==> src/rtl/gcd_driver_if.sv <==
// -----------------------------------------------------------------------------
// gcd_driver_if
//
// Purpose:
//    Groups every non-clock signal of the GCD feeder in one bundle. It covers
//    the operand input stream, the result output stream and the side that
//    connects to the GCD unit.
//
// Modports:
//    slave  - the gcd_driver side. It consumes operands and the GCD outputs,
//             and it produces the result stream and the GCD load controls.
//    master - the environment side (upstream source, downstream sink and the
//             GCD unit). Every direction is the mirror of the slave side.
//
// Signals:
//    in_valid / in_ready / in_a / in_b       operand stream
//    gcd_value1 / gcd_value2                 operands to GCD io_value1/2
//    gcd_loadingValues                       one-cycle load pulse to GCD
//    gcd_outputGCD / gcd_outputValid         result and valid from GCD
//    out_valid / out_ready / out_gcd         result stream
//    out_timeout                             result was aborted by the watchdog
//    done_count                              completed hand-offs, wraps
// -----------------------------------------------------------------------------
interface gcd_driver_if #(
   parameter int WIDTH = 2,
   parameter int CNT_W = 8
);
   // Operand stream
   logic             in_valid;
   logic             in_ready;
   logic [WIDTH-1:0] in_a;
   logic [WIDTH-1:0] in_b;

   // GCD unit connection
   logic [WIDTH-1:0] gcd_value1;
   logic [WIDTH-1:0] gcd_value2;
   logic             gcd_loadingValues;
   logic [WIDTH-1:0] gcd_outputGCD;
   logic             gcd_outputValid;

   // Result stream
   logic             out_valid;
   logic             out_ready;
   logic [WIDTH-1:0] out_gcd;
   logic             out_timeout;
   logic [CNT_W-1:0] done_count;

   modport slave (
      input  in_valid, in_a, in_b,
      input  gcd_outputGCD, gcd_outputValid,
      input  out_ready,
      output in_ready,
      output gcd_value1, gcd_value2, gcd_loadingValues,
      output out_valid, out_gcd, out_timeout, done_count
   );

   modport master (
      output in_valid, in_a, in_b,
      output gcd_outputGCD, gcd_outputValid,
      output out_ready,
      input  in_ready,
      input  gcd_value1, gcd_value2, gcd_loadingValues,
      input  out_valid, out_gcd, out_timeout, done_count
   );
endinterface : gcd_driver_if

==> src/rtl/gcd_driver.sv <==
// -----------------------------------------------------------------------------
// gcd_driver
//
// Purpose:
//    Upstream feeder for a subtract-style GCD unit. It performs these steps:
//      1. Accept one operand pair from a ready/valid stream.
//      2. Present the pair to the GCD with a single-cycle load pulse.
//      3. Wait for io_outputValid.
//      4. Return the result on a ready/valid output stream.
//    A watchdog aborts pairs that never terminate, such as a = 0 with b != 0.
//    An aborted transaction returns out_gcd = 0 with out_timeout = 1.
//    Each completed hand-off, including timeouts, is counted in done_count.
//    The counter wraps.
//
// Parameters:
//    WIDTH   - operand/result width; equals the GCD datapath width
//    TIMEOUT - maximum WAIT cycles before abort (>= 2)
//    CNT_W   - width of done_count
//
// Ports:
//    clock   - single clock, all state updates on the rising edge
//    reset   - synchronous, active-high; also resets the attached GCD
//    bus     - gcd_driver_if.slave. It carries the operand stream, the result
//              stream and the GCD connection.
//
// Timing (accept at cycle t):
//    t+1 LOAD  : gcd_loadingValues = 1
//    t+2 WAIT  : first cycle in which gcd_outputValid is trusted
//    t+3       : earliest out_valid (b = 0)
//    One transaction at a time. in_ready is high only in IDLE.
// -----------------------------------------------------------------------------
module gcd_driver #(
   parameter int WIDTH   = 2,
   parameter int TIMEOUT = 16,
   parameter int CNT_W   = 8
) (
   input  logic         clock,
   input  logic         reset,
   gcd_driver_if.slave  bus
);

   // ------------------------------------------------------------------------
   // Local parameters and types
   // ------------------------------------------------------------------------
   // The timer counts 0 .. TIMEOUT-1 inside WAIT, so it needs clog2(TIMEOUT) bits.
   localparam int               TMR_W    = $clog2(TIMEOUT);
   localparam logic [TMR_W-1:0] TMR_LAST = TMR_W'(TIMEOUT - 1);

   typedef enum logic [1:0] {
      S_IDLE = 2'd0,
      S_LOAD = 2'd1,
      S_WAIT = 2'd2,
      S_RESP = 2'd3
   } state_e;

   // ------------------------------------------------------------------------
   // State
   // ------------------------------------------------------------------------
   state_e           state_q,       state_d;
   logic [WIDTH-1:0] value1_q,      value1_d;
   logic [WIDTH-1:0] value2_q,      value2_d;
   logic             load_q,        load_d;
   logic [TMR_W-1:0] timer_q,       timer_d;
   logic             out_valid_q,   out_valid_d;
   logic [WIDTH-1:0] out_gcd_q,     out_gcd_d;
   logic             out_timeout_q, out_timeout_d;
   logic [CNT_W-1:0] done_count_q,  done_count_d;

   // ------------------------------------------------------------------------
   // State register
   // ------------------------------------------------------------------------
   // Reset is sampled on the clock edge, so a transaction that is in flight
   // is dropped without producing any output.
   always_ff @(posedge clock) begin
      if (reset) begin
         // NOTE: sequential state uses non-blocking assignments, so every
         // register samples the same pre-edge values regardless of statement order.
         state_q       <= S_IDLE;
         value1_q      <= '0;
         value2_q      <= '0;
         load_q        <= 1'b0;
         timer_q       <= '0;
         out_valid_q   <= 1'b0;
         out_gcd_q     <= '0;
         out_timeout_q <= 1'b0;
         done_count_q  <= '0;
      end else begin
         state_q       <= state_d;
         value1_q      <= value1_d;
         value2_q      <= value2_d;
         load_q        <= load_d;
         timer_q       <= timer_d;
         out_valid_q   <= out_valid_d;
         out_gcd_q     <= out_gcd_d;
         out_timeout_q <= out_timeout_d;
         done_count_q  <= done_count_d;
      end
   end

   // ------------------------------------------------------------------------
   // Next-state and registered-output logic
   // ------------------------------------------------------------------------
   always_comb begin
      // NOTE: every signal written here gets a hold/default value first. A path
      // that does not assign a signal then cannot infer a latch.
      state_d       = state_q;
      value1_d      = value1_q;
      value2_d      = value2_q;
      load_d        = 1'b0;
      timer_d       = timer_q;
      out_valid_d   = out_valid_q;
      out_gcd_d     = out_gcd_q;
      out_timeout_d = out_timeout_q;
      done_count_d  = done_count_q;

      unique case (state_q)
         S_IDLE: begin
            // in_ready is 1 in this state, so in_valid alone completes the handshake.
            if (bus.in_valid) begin
               value1_d = bus.in_a;
               value2_d = bus.in_b;
               load_d   = 1'b1;      // load_q is high exactly while in LOAD
               state_d  = S_LOAD;
            end
         end

         S_LOAD: begin
            // The GCD still shows the previous result during this cycle.
            // gcd_outputValid is therefore ignored here.
            timer_d = '0;
            state_d = S_WAIT;
         end

         S_WAIT: begin
            // A valid result takes priority over a watchdog expiry in the same cycle.
            if (bus.gcd_outputValid) begin
               out_gcd_d     = bus.gcd_outputGCD;
               out_timeout_d = 1'b0;
               out_valid_d   = 1'b1;
               state_d       = S_RESP;
            end else if (timer_q == TMR_LAST) begin
               out_gcd_d     = '0;
               out_timeout_d = 1'b1;
               out_valid_d   = 1'b1;
               state_d       = S_RESP;
            end else begin
               timer_d = timer_q + TMR_W'(1);
            end
         end

         S_RESP: begin
            // out_gcd / out_timeout hold their values until the consumer takes them.
            if (bus.out_ready) begin
               out_valid_d  = 1'b0;
               done_count_d = done_count_q + CNT_W'(1);
               state_d      = S_IDLE;
            end
         end

         default: state_d = S_IDLE;
      endcase
   end

   // ------------------------------------------------------------------------
   // Outputs
   // ------------------------------------------------------------------------
   assign bus.in_ready          = (state_q == S_IDLE);
   assign bus.gcd_value1        = value1_q;
   assign bus.gcd_value2        = value2_q;
   assign bus.gcd_loadingValues = load_q;
   assign bus.out_valid         = out_valid_q;
   assign bus.out_gcd           = out_gcd_q;
   assign bus.out_timeout       = out_timeout_q;
   assign bus.done_count        = done_count_q;

endmodule : gcd_driver
==> src/flat_wrapper.sv <==
// flat-port wrapper written by rule: the top's interface ports become plain ports
module gcd_driver_flat 
#(
   parameter int WIDTH   = 2,
   parameter int TIMEOUT = 16,
   parameter int CNT_W   = 8
)
  (clock, reset, bus_in_valid, bus_in_a, bus_in_b, bus_gcd_outputGCD, bus_gcd_outputValid, bus_out_ready, bus_in_ready, bus_gcd_value1, bus_gcd_value2, bus_gcd_loadingValues, bus_out_valid, bus_out_gcd, bus_out_timeout, bus_done_count);
  gcd_driver_if #(.WIDTH(WIDTH), .CNT_W(CNT_W)) bus_i ();
  input  logic clock;
  input  logic reset;
  input wire logic [$bits(bus_i.in_valid)-1:0] bus_in_valid;
  input wire logic [$bits(bus_i.in_a)-1:0] bus_in_a;
  input wire logic [$bits(bus_i.in_b)-1:0] bus_in_b;
  input wire logic [$bits(bus_i.gcd_outputGCD)-1:0] bus_gcd_outputGCD;
  input wire logic [$bits(bus_i.gcd_outputValid)-1:0] bus_gcd_outputValid;
  input wire logic [$bits(bus_i.out_ready)-1:0] bus_out_ready;
  output wire logic [$bits(bus_i.in_ready)-1:0] bus_in_ready;
  output wire logic [$bits(bus_i.gcd_value1)-1:0] bus_gcd_value1;
  output wire logic [$bits(bus_i.gcd_value2)-1:0] bus_gcd_value2;
  output wire logic [$bits(bus_i.gcd_loadingValues)-1:0] bus_gcd_loadingValues;
  output wire logic [$bits(bus_i.out_valid)-1:0] bus_out_valid;
  output wire logic [$bits(bus_i.out_gcd)-1:0] bus_out_gcd;
  output wire logic [$bits(bus_i.out_timeout)-1:0] bus_out_timeout;
  output wire logic [$bits(bus_i.done_count)-1:0] bus_done_count;
  assign bus_i.in_valid = bus_in_valid;
  assign bus_i.in_a = bus_in_a;
  assign bus_i.in_b = bus_in_b;
  assign bus_i.gcd_outputGCD = bus_gcd_outputGCD;
  assign bus_i.gcd_outputValid = bus_gcd_outputValid;
  assign bus_i.out_ready = bus_out_ready;
  assign bus_in_ready = bus_i.in_ready;
  assign bus_gcd_value1 = bus_i.gcd_value1;
  assign bus_gcd_value2 = bus_i.gcd_value2;
  assign bus_gcd_loadingValues = bus_i.gcd_loadingValues;
  assign bus_out_valid = bus_i.out_valid;
  assign bus_out_gcd = bus_i.out_gcd;
  assign bus_out_timeout = bus_i.out_timeout;
  assign bus_done_count = bus_i.done_count;
  gcd_driver #(.WIDTH(WIDTH), .TIMEOUT(TIMEOUT), .CNT_W(CNT_W)) u_core (.clock(clock), .reset(reset), .bus(bus_i));
endmodule
==> config.mk <==
export PLATFORM = sky130hd
export DESIGN_NAME = gcd_driver_flat
export DESIGN_NICKNAME = d
export VERILOG_FILES = /design/src/rtl/gcd_driver_if.sv /design/src/rtl/gcd_driver.sv /design/src/flat_wrapper.sv
export SDC_FILE = /design/constraint.sdc
export NUM_CORES = 1
export LEC_CHECK = 0
export ABC_AREA = 1
export CAP_MARGIN = 20
export CORE_UTILIZATION = 43
export DETAILED_ROUTE_END_ITERATION = 8
export PLACE_DENSITY = 0.74
export SLEW_MARGIN = 15
export SYNTH_ARGS = -nofsm -noshare
export SYNTH_HDL_FRONTEND = slang
export SYNTH_SLANG_ARGS = --single-unit
==> constraint.sdc <==
create_clock -name clock -period 1.3 [get_ports clock]
set_input_delay 0.39 -clock clock [delete_from_list [all_inputs] [get_ports clock]]
set_output_delay 0.39 -clock clock [all_outputs]
set_load 0.05 [all_outputs]
==> results of run 1 <==
==> metal layers <==
metal | GRT usage, % | vias up | wire length, um
li1 | - | 573 | -
met1 | 26.9 | 559 | 1290
met2 | 42.9 | 40 | 1710
met3 | 1.98 | 10 | 116
met4 | 8.77 | 0 | 78
met5 | 0 | - | 0
==> power breakdown <==
part / switching, mW / total [mW] / internal (mW)
clock network: 0.226 / 0.341 / 0.115
registers: 0.165 / 1.03 / 0.869
logic: 1.02 / 1.88 / 0.854
total: 1.41 / 3.25 / 1.84
==> registers in the layout, summed over array words and instances, names as in the netlist <==
| name | flops |
|---|---|
| u_core.bus.done_count | 8 |
| u_core.timer_q | 4 |
| u_core.bus.out_valid | 1 |
| u_core.bus.gcd_value2 | 2 |
| u_core.bus.out_timeout | 1 |
| u_core.bus.gcd_value1 | 2 |
| u_core.state_q | 2 |
| u_core.bus.out_gcd | 2 |
| u_core.bus.gcd_loadingValues | 1 |
==> layout make-up <==
| type | instances | area (sq um) |
|---|---|---|
| multi-input cells | 114 | 698 |
| fillers | 170 | 626 |
| repair buffers | 39 | 556 |
| flip-flops and latches | 23 | 480 |
| inverters | 18 | 75.1 |
| well taps | 30 | 37.5 |
| clock buffers | 3 | 22.5 |
| clock inverters | 1 | 5.00 |
==> worst max-delay path, delay by kind of cell (launching register included) <==
kind	cells	cell delay [ns]
buffers and inverters	2	0.18
flip-flops	1	0.39
adder cells (fa/ha/maj)	1	0.16
==> worst max path at each step <==
stage                                     to  slack (ns)  cells after the start
floorplan           u_core.bus.done_count[7]        0.01                      5
global placement    u_core.bus.done_count[4]       -0.23                      6
detailed placement  u_core.bus.done_count[6]       -0.29                      6
CTS                             bus_in_ready       -0.14                      3
global route                    bus_in_ready       -0.17                      3
finish                          bus_in_ready       -0.14                      3
==> cell usage in the layout, fill, tap and decap left out <==
cell             count
a21oi_1              8
a21oi_2              2
a22oi_1              1
buf_12              19
buf_4               10
clkbuf_4             3
clkdlybuf4s50_1     10
clkinv_2             1
dfxtp_1             11
dfxtp_2             10
dfxtp_4              2
ha_1                 3
ha_2                 1
ha_4                 4
inv_1               14
inv_2                1
inv_4                3
nand2_1             32
nand2_2              4
nand2_4              3
nand3_1              8
nand3_2              5
nand4_1              1
nor2_1              30
nor2_4               2
nor3_4               1
o21ai_0              6
o21ai_2              1
or2_2                1
xnor2_1              1
==> logic make-up (layout without fill, tap and decap cells) <==
| group | count (synthesis) | after routing |
|---|---|---|
| simple gates | 87 | 87 |
| flops | 23 | 23 |
| buf+inv | 20 | 61 |
| compound gates | 18 | 18 |
| fa+ha+maj | 8 | 8 |
| xor+xnor | 1 | 1 |
==> what timing repair did <==
| item | in CTS | in global routing |
|---|---|---|
| setup buffers | 4 | 1 |
| endpoints found under the setup margin | 20 | 20 |
| pin swaps | 6 | 7 |
| resized for setup | 20 | 21 |
==> results.md, run 1 <==
* Critical path arrival at 1.05 ns
* Pwr dens at 1730 mW/mm^2
* Synth Register Bits at 23
* Critical-path top delay cell: dfxtp_4
* Post-Synth XOR/XNOR Area at 0.765%
* Tmin final at 1.44 ns
* Max Cap Viol at 0
* Total die area at around 0.0029 sq mm
* Unrepaired setup endpoints after global routing: yes
* Nets at 218
* Failing checks: setup timing
* F_max at 0.696 GHz
* R2R Path End: u_core.bus.done_count[6]
* Core Area at 0.00250 sq mm
* Routed WL at 3190 um
* Final hold viol count at 0
* CTS tree: built
* Slew Limit Fails at 0
* Worst-Margin Slew at 0.269 ns
* Initial core utilization at 45.8%
* Main synth FF type: dfxtp_1
* Max Clock Skew at 0.00188 ns
* Worst Setup End Kind: output pin
* LEAKAGE at 0.809 nW
* Post-route ant nets at 0
* Design area at 0.00187 sq mm
* CTS Hold Bufs at 0
* GRT Residual Overflow at 0
* Mapped Cells at 157
* Count leader, synth: nand2_1
* PortBufs at 28
* WHS Path Cells at 2
* Hold wc startpoint: u_core.bus.out_valid
* IO Pins at 29
* Reg clk slew, reported paths at 0.13 ns
* CP Launch Point: u_core.state_q[0]
* H-tree lvl count at 1
* Final hold slack at 0.494 ns
* Syn-to-layout area delta at 63.7%
* Final Non-Filler Cells at roughly 230
* Cts bufs inserted at 3
* Row count at 18
* Status: finished with violations
* Worst Slack Setup Final at -0.138 ns
* Clk buf depth at 2
* Max IR drop VDD at 0.00186 V
* Average size of a mapped cell at roughly 7.3 sq um
* Net count after synthesis at 176
* CP Launch Type: flip-flop
* Hold path endpoint: u_core.bus.out_valid
* Worst path max stage delay at 0.39 ns
* Post-DP Area at approximately 0.0017 sq mm
* Cell taking the most area after synthesis: dfxtp_1
* Crit Path Max Fanout at 2
* DP HPWL at 2050 um
* Worst EP required at slightly above 0.9 ns
* Ratio of cells with drive above 1 in the final layout at between 30 and 40%
* Flop-to-flop setup slack at -0.05 ns
* Simple logic cell fraction of the synthesized area at about a third
* Vias in the first global route at 1,095
* Syn. warnings at 0
* Post-route setup TNS at -0.318 ns
* Gpl congestion at about 0.80
* Top-area cell type share of the netlist area at just over 40%
* Initial antenna violation count at 0
* Routed vias/inst at 5.18
* Total power at 3.25 mW
* Slew HR at between 80% and 90%
* Synth Area in Adders at under 10%
* Routed len/inst at 14.0 um
* Clk root buf: clkbuf_4
* Largest family of logic cells by synthesized area: simple AND/OR/NAND/NOR gates
* RR Startpoint: u_core.state_q[1]
* Asr flop ratio synth at 0%
* Complex-gate fraction of the synthesized area at under 10%
* Top cells by area in the synthesized netlist: dfxtp_1 (40%), nand2_1 (12%), nor2_1 (10%)
* Crit path cell chain: inv_4 -> ha_4 -> buf_12
* Top post-synthesis cells by count: nand2_1 (36), nor2_1 (31), dfxtp_1 (23)
* DRC Markers at 0
* Dpl ws at -0.293 ns
* # diodes at 0
* Core Util, Final at about three quarters
* Clock Latency Late Sink at 0.31 ns
* Initial DRC count at 22
* EDFF count, synth at 0
* GRT Overall Usage at a little under a quarter
* Worst Hold Class: reg -> reg
* WS Path Type: reg -> out
* Mapped Area at 0.00114 sq mm
* Die X at 53.6 um
* # setup viols final at 6
* Dpl cells at 219
* Post-synthesis mux area share at 0%
* DR pass1 iterations at 5
* Die height at roughly 54 um
* Fin crit share at 111%
* Clock sinks at 23
* Global-route wire length before repair at around 4800 um
* Pin count of the biggest net entering global routing at 18
* Sequential cell area fraction in the yosys report at 40.2%
* Synth cell types at 19
* FF-to-FF path depth at 7
* Vias at 1,182
Power figures use the tool's default switching activity.
==> inputs of run 2 (changes only) <==
- ABC_AREA: 1 -> unset
- CAP_MARGIN: 20 -> 15
==> run 2 against run 1 <==
Effect of this change: sequential power is 9% lower; worst setup slack got worse by 0.21 ns; the run still ends with setup timing left; largest cell class unchanged; sequential share of layout area fell by 2.1 points.
==> results.md, run 2 <==
* CTS tree: built
* IO Pins at 29
* Die X at between 50 and 60 um
* Worst-Margin Slew at 0.376 ns
* Routed vias/inst at 5.68
* Hold wc startpoint: bus_gcd_outputValid
* Mapped Cells at between 100 and 150
* Die height at 53.5 um
* Syn. warnings at 0
* WS Path Type: reg -> out
* Row count at 18
* Post-route setup TNS at -2.53 ns
* Worst EP required at 0.91 ns
* Nets at 209
* Count leader, synth: dfxtp_1
* Clk buf depth at 2
* Max Cap Viol at 0
* Clock sinks at 23
* Top cells by area in the synthesized netlist: dfxtp_1 (40%), ha_1 (8.8%), a21oi_1 (5.7%)
* Most frequent cells in the layout: buf_4 (27), buf_12 (18), dfxtp_1 (11), nand3_1 (10), nand2_1 (10)
* Number of flip-flops in the largest register at 8
* Net count after synthesis at 148
* Synth cell types at 36
* Asr flop ratio synth at 0%
* Fin crit share at 127%
* Met1 wire length at 1370 um
* Core Area at 0.00250 sq mm
* Worst Hold Class: in -> reg
* Critical path arrival at 1.26 ns
* RR Startpoint: u_core.state_q[0]
* FILL cells at 141
* DR pass1 iterations at 4
* CP Launch Type: flip-flop
* Worst Setup End Kind: output pin
* Clock Latency Late Sink at 0.31 ns
* Cts bufs inserted at 3
* Synth Register Bits at 23
* Slew HR at 74.7%
* Max Clock Skew at roughly 0.0047 ns
* Vias at 1,245
* Unrepaired setup endpoints after global routing: yes
* Crit Path Max Fanout at 3
* Average size of a mapped cell at around 9 sq um
* Reg clk slew, reported paths at 0.13 ns
* Routed WL at 3460 um
* Worst Slack Setup Final at -0.347 ns
* Routed len/inst at 15.8 um
* F_max at 0.607 GHz
* Total die area at 0.00286 sq mm
* # diodes at 0
* Gpl congestion at 0.784
* LEAKAGE at 0.801 nW
* Main synth FF type: dfxtp_1
* Syn-to-layout area delta at 84.1%
* Most common cell after layout, fill and taps aside: buf_4
* Pwr dens at 1480 mW/mm^2
* Failing checks: setup timing
* Mapped Area at 0.00114 sq mm
* EDFF count, synth at 0
* PortBufs at 28
* DP HPWL at 2460 um
* Dpl ws at -0.608 ns
* Top-area cell type share of the netlist area at 40.4%
* CP Launch Point: u_core.state_q[0]
* Post-route ant nets at 0
* Met3 Routed Length at 157 um
* Max IR drop VDD at ~0.0019 V
* GRT Residual Overflow at 0
* Met2 wire length at 1850 um
* FF+latch area at 493 sq um
* Vias in the first global route at 1,166
* CTS Hold Bufs at 0
* Initial DRC count at 63
* Clk root buf: clkbuf_4
* Multi-input gate area at 781 sq um
* DRC Markers at 0
* GRT Overall Usage at 25.7%
* Tmin final at 1.65 ns
* Global-route wire length before repair at 5220 um
* Initial antenna violation count at 0
* Sequential cell area fraction in the yosys report at slightly above 40%
* # setup viols final at 14
* Slew Limit Fails at 0
* Cell taking the most area after synthesis: dfxtp_1
* Final hold viol count at 0
* H-tree lvl count at 1
* Initial core utilization at 45.5%
* Top post-synthesis cells by count: dfxtp_1 (23), a21oi_1 (13), nand2_1 (13)
* Status: finished with violations
* Ratio of cells with drive above 1 in the final layout at 52.4%
* Max Used Layer: met4
* Pin count of the biggest net entering global routing at 13
[run 2: per-layer routing]
layer / GRT usage, % / vias up
li1: - / 592
met1: 27.5 / 589
met2: 48.1 / 52
met3: 3.45 / 12
met4: 12.3 / 0
met5: 0 / -
[run 2: cell type report]
class / count / area share (%)
tap: 30 / 1.79
inverter: 11 / 2.33
multi-input combinational: 92 / 37.3
clock buffer: 4 / 1.25
timing repair buffer: 59 / 33.9
sequential: 23 / 23.5
[run 2: through the flow]
stage	power, mW	util (%)	instance area (sq um)	instances	hold WS [ns]
floorplan	1.76	-	1220	129	0.482
global placement	2.36	75.1	1880	208	0.482
detailed placement	2.42	75.1	1880	208	0.488
CTS	2.98	80.9	2020	218	0.511
global route	3.26	83.8	2100	219	0.445
finish	3.11	83.8	2100	219	0.433
[run 2: final timing paths]
| kind | endpoint | slack, ns | depth (start not counted) |
|---|---|---|---|
| setup / recovery | bus_in_ready | -0.35 | 5 |
| hold / removal | u_core.bus.out_timeout | 0.43 | 3 |
| setup reg to reg | u_core.state_q[0] | -0.31 | 7 |
| hold reg to reg | u_core.bus.gcd_value2[0] | 0.49 | 2 |
[run 2: where the power goes]
part | internal, mW | switching [mW]
clock network | 0.120 | 0.216
registers | 0.807 | 0.130
logic | 0.926 | 0.907
[run 2: repair_timing]
action,4_1_cts,5_1_grt
resized for setup,18,22
pin swaps,8,9
endpoints found under the setup margin,21,26
cloned,0,0
setup buffers,6,1
[run 2: critical path: stages, from the launching register on]
cell and delay, ns:
dfxtp_4 0.39, inv_6 0.04, buf_6 0.11, ha_4 0.15
buf_6 0.12, buf_12 0.14
[run 2: logic make-up after synthesis]
logic type	synth area share (%)
AOI/OAI and AO/OA	20.5
xor gates and xnor gates	1.54
adders and majority gates	8.79
buffers and inverters	4.95
DFF	40.4
muxes	2.75
and+or+nand+nor	21.0
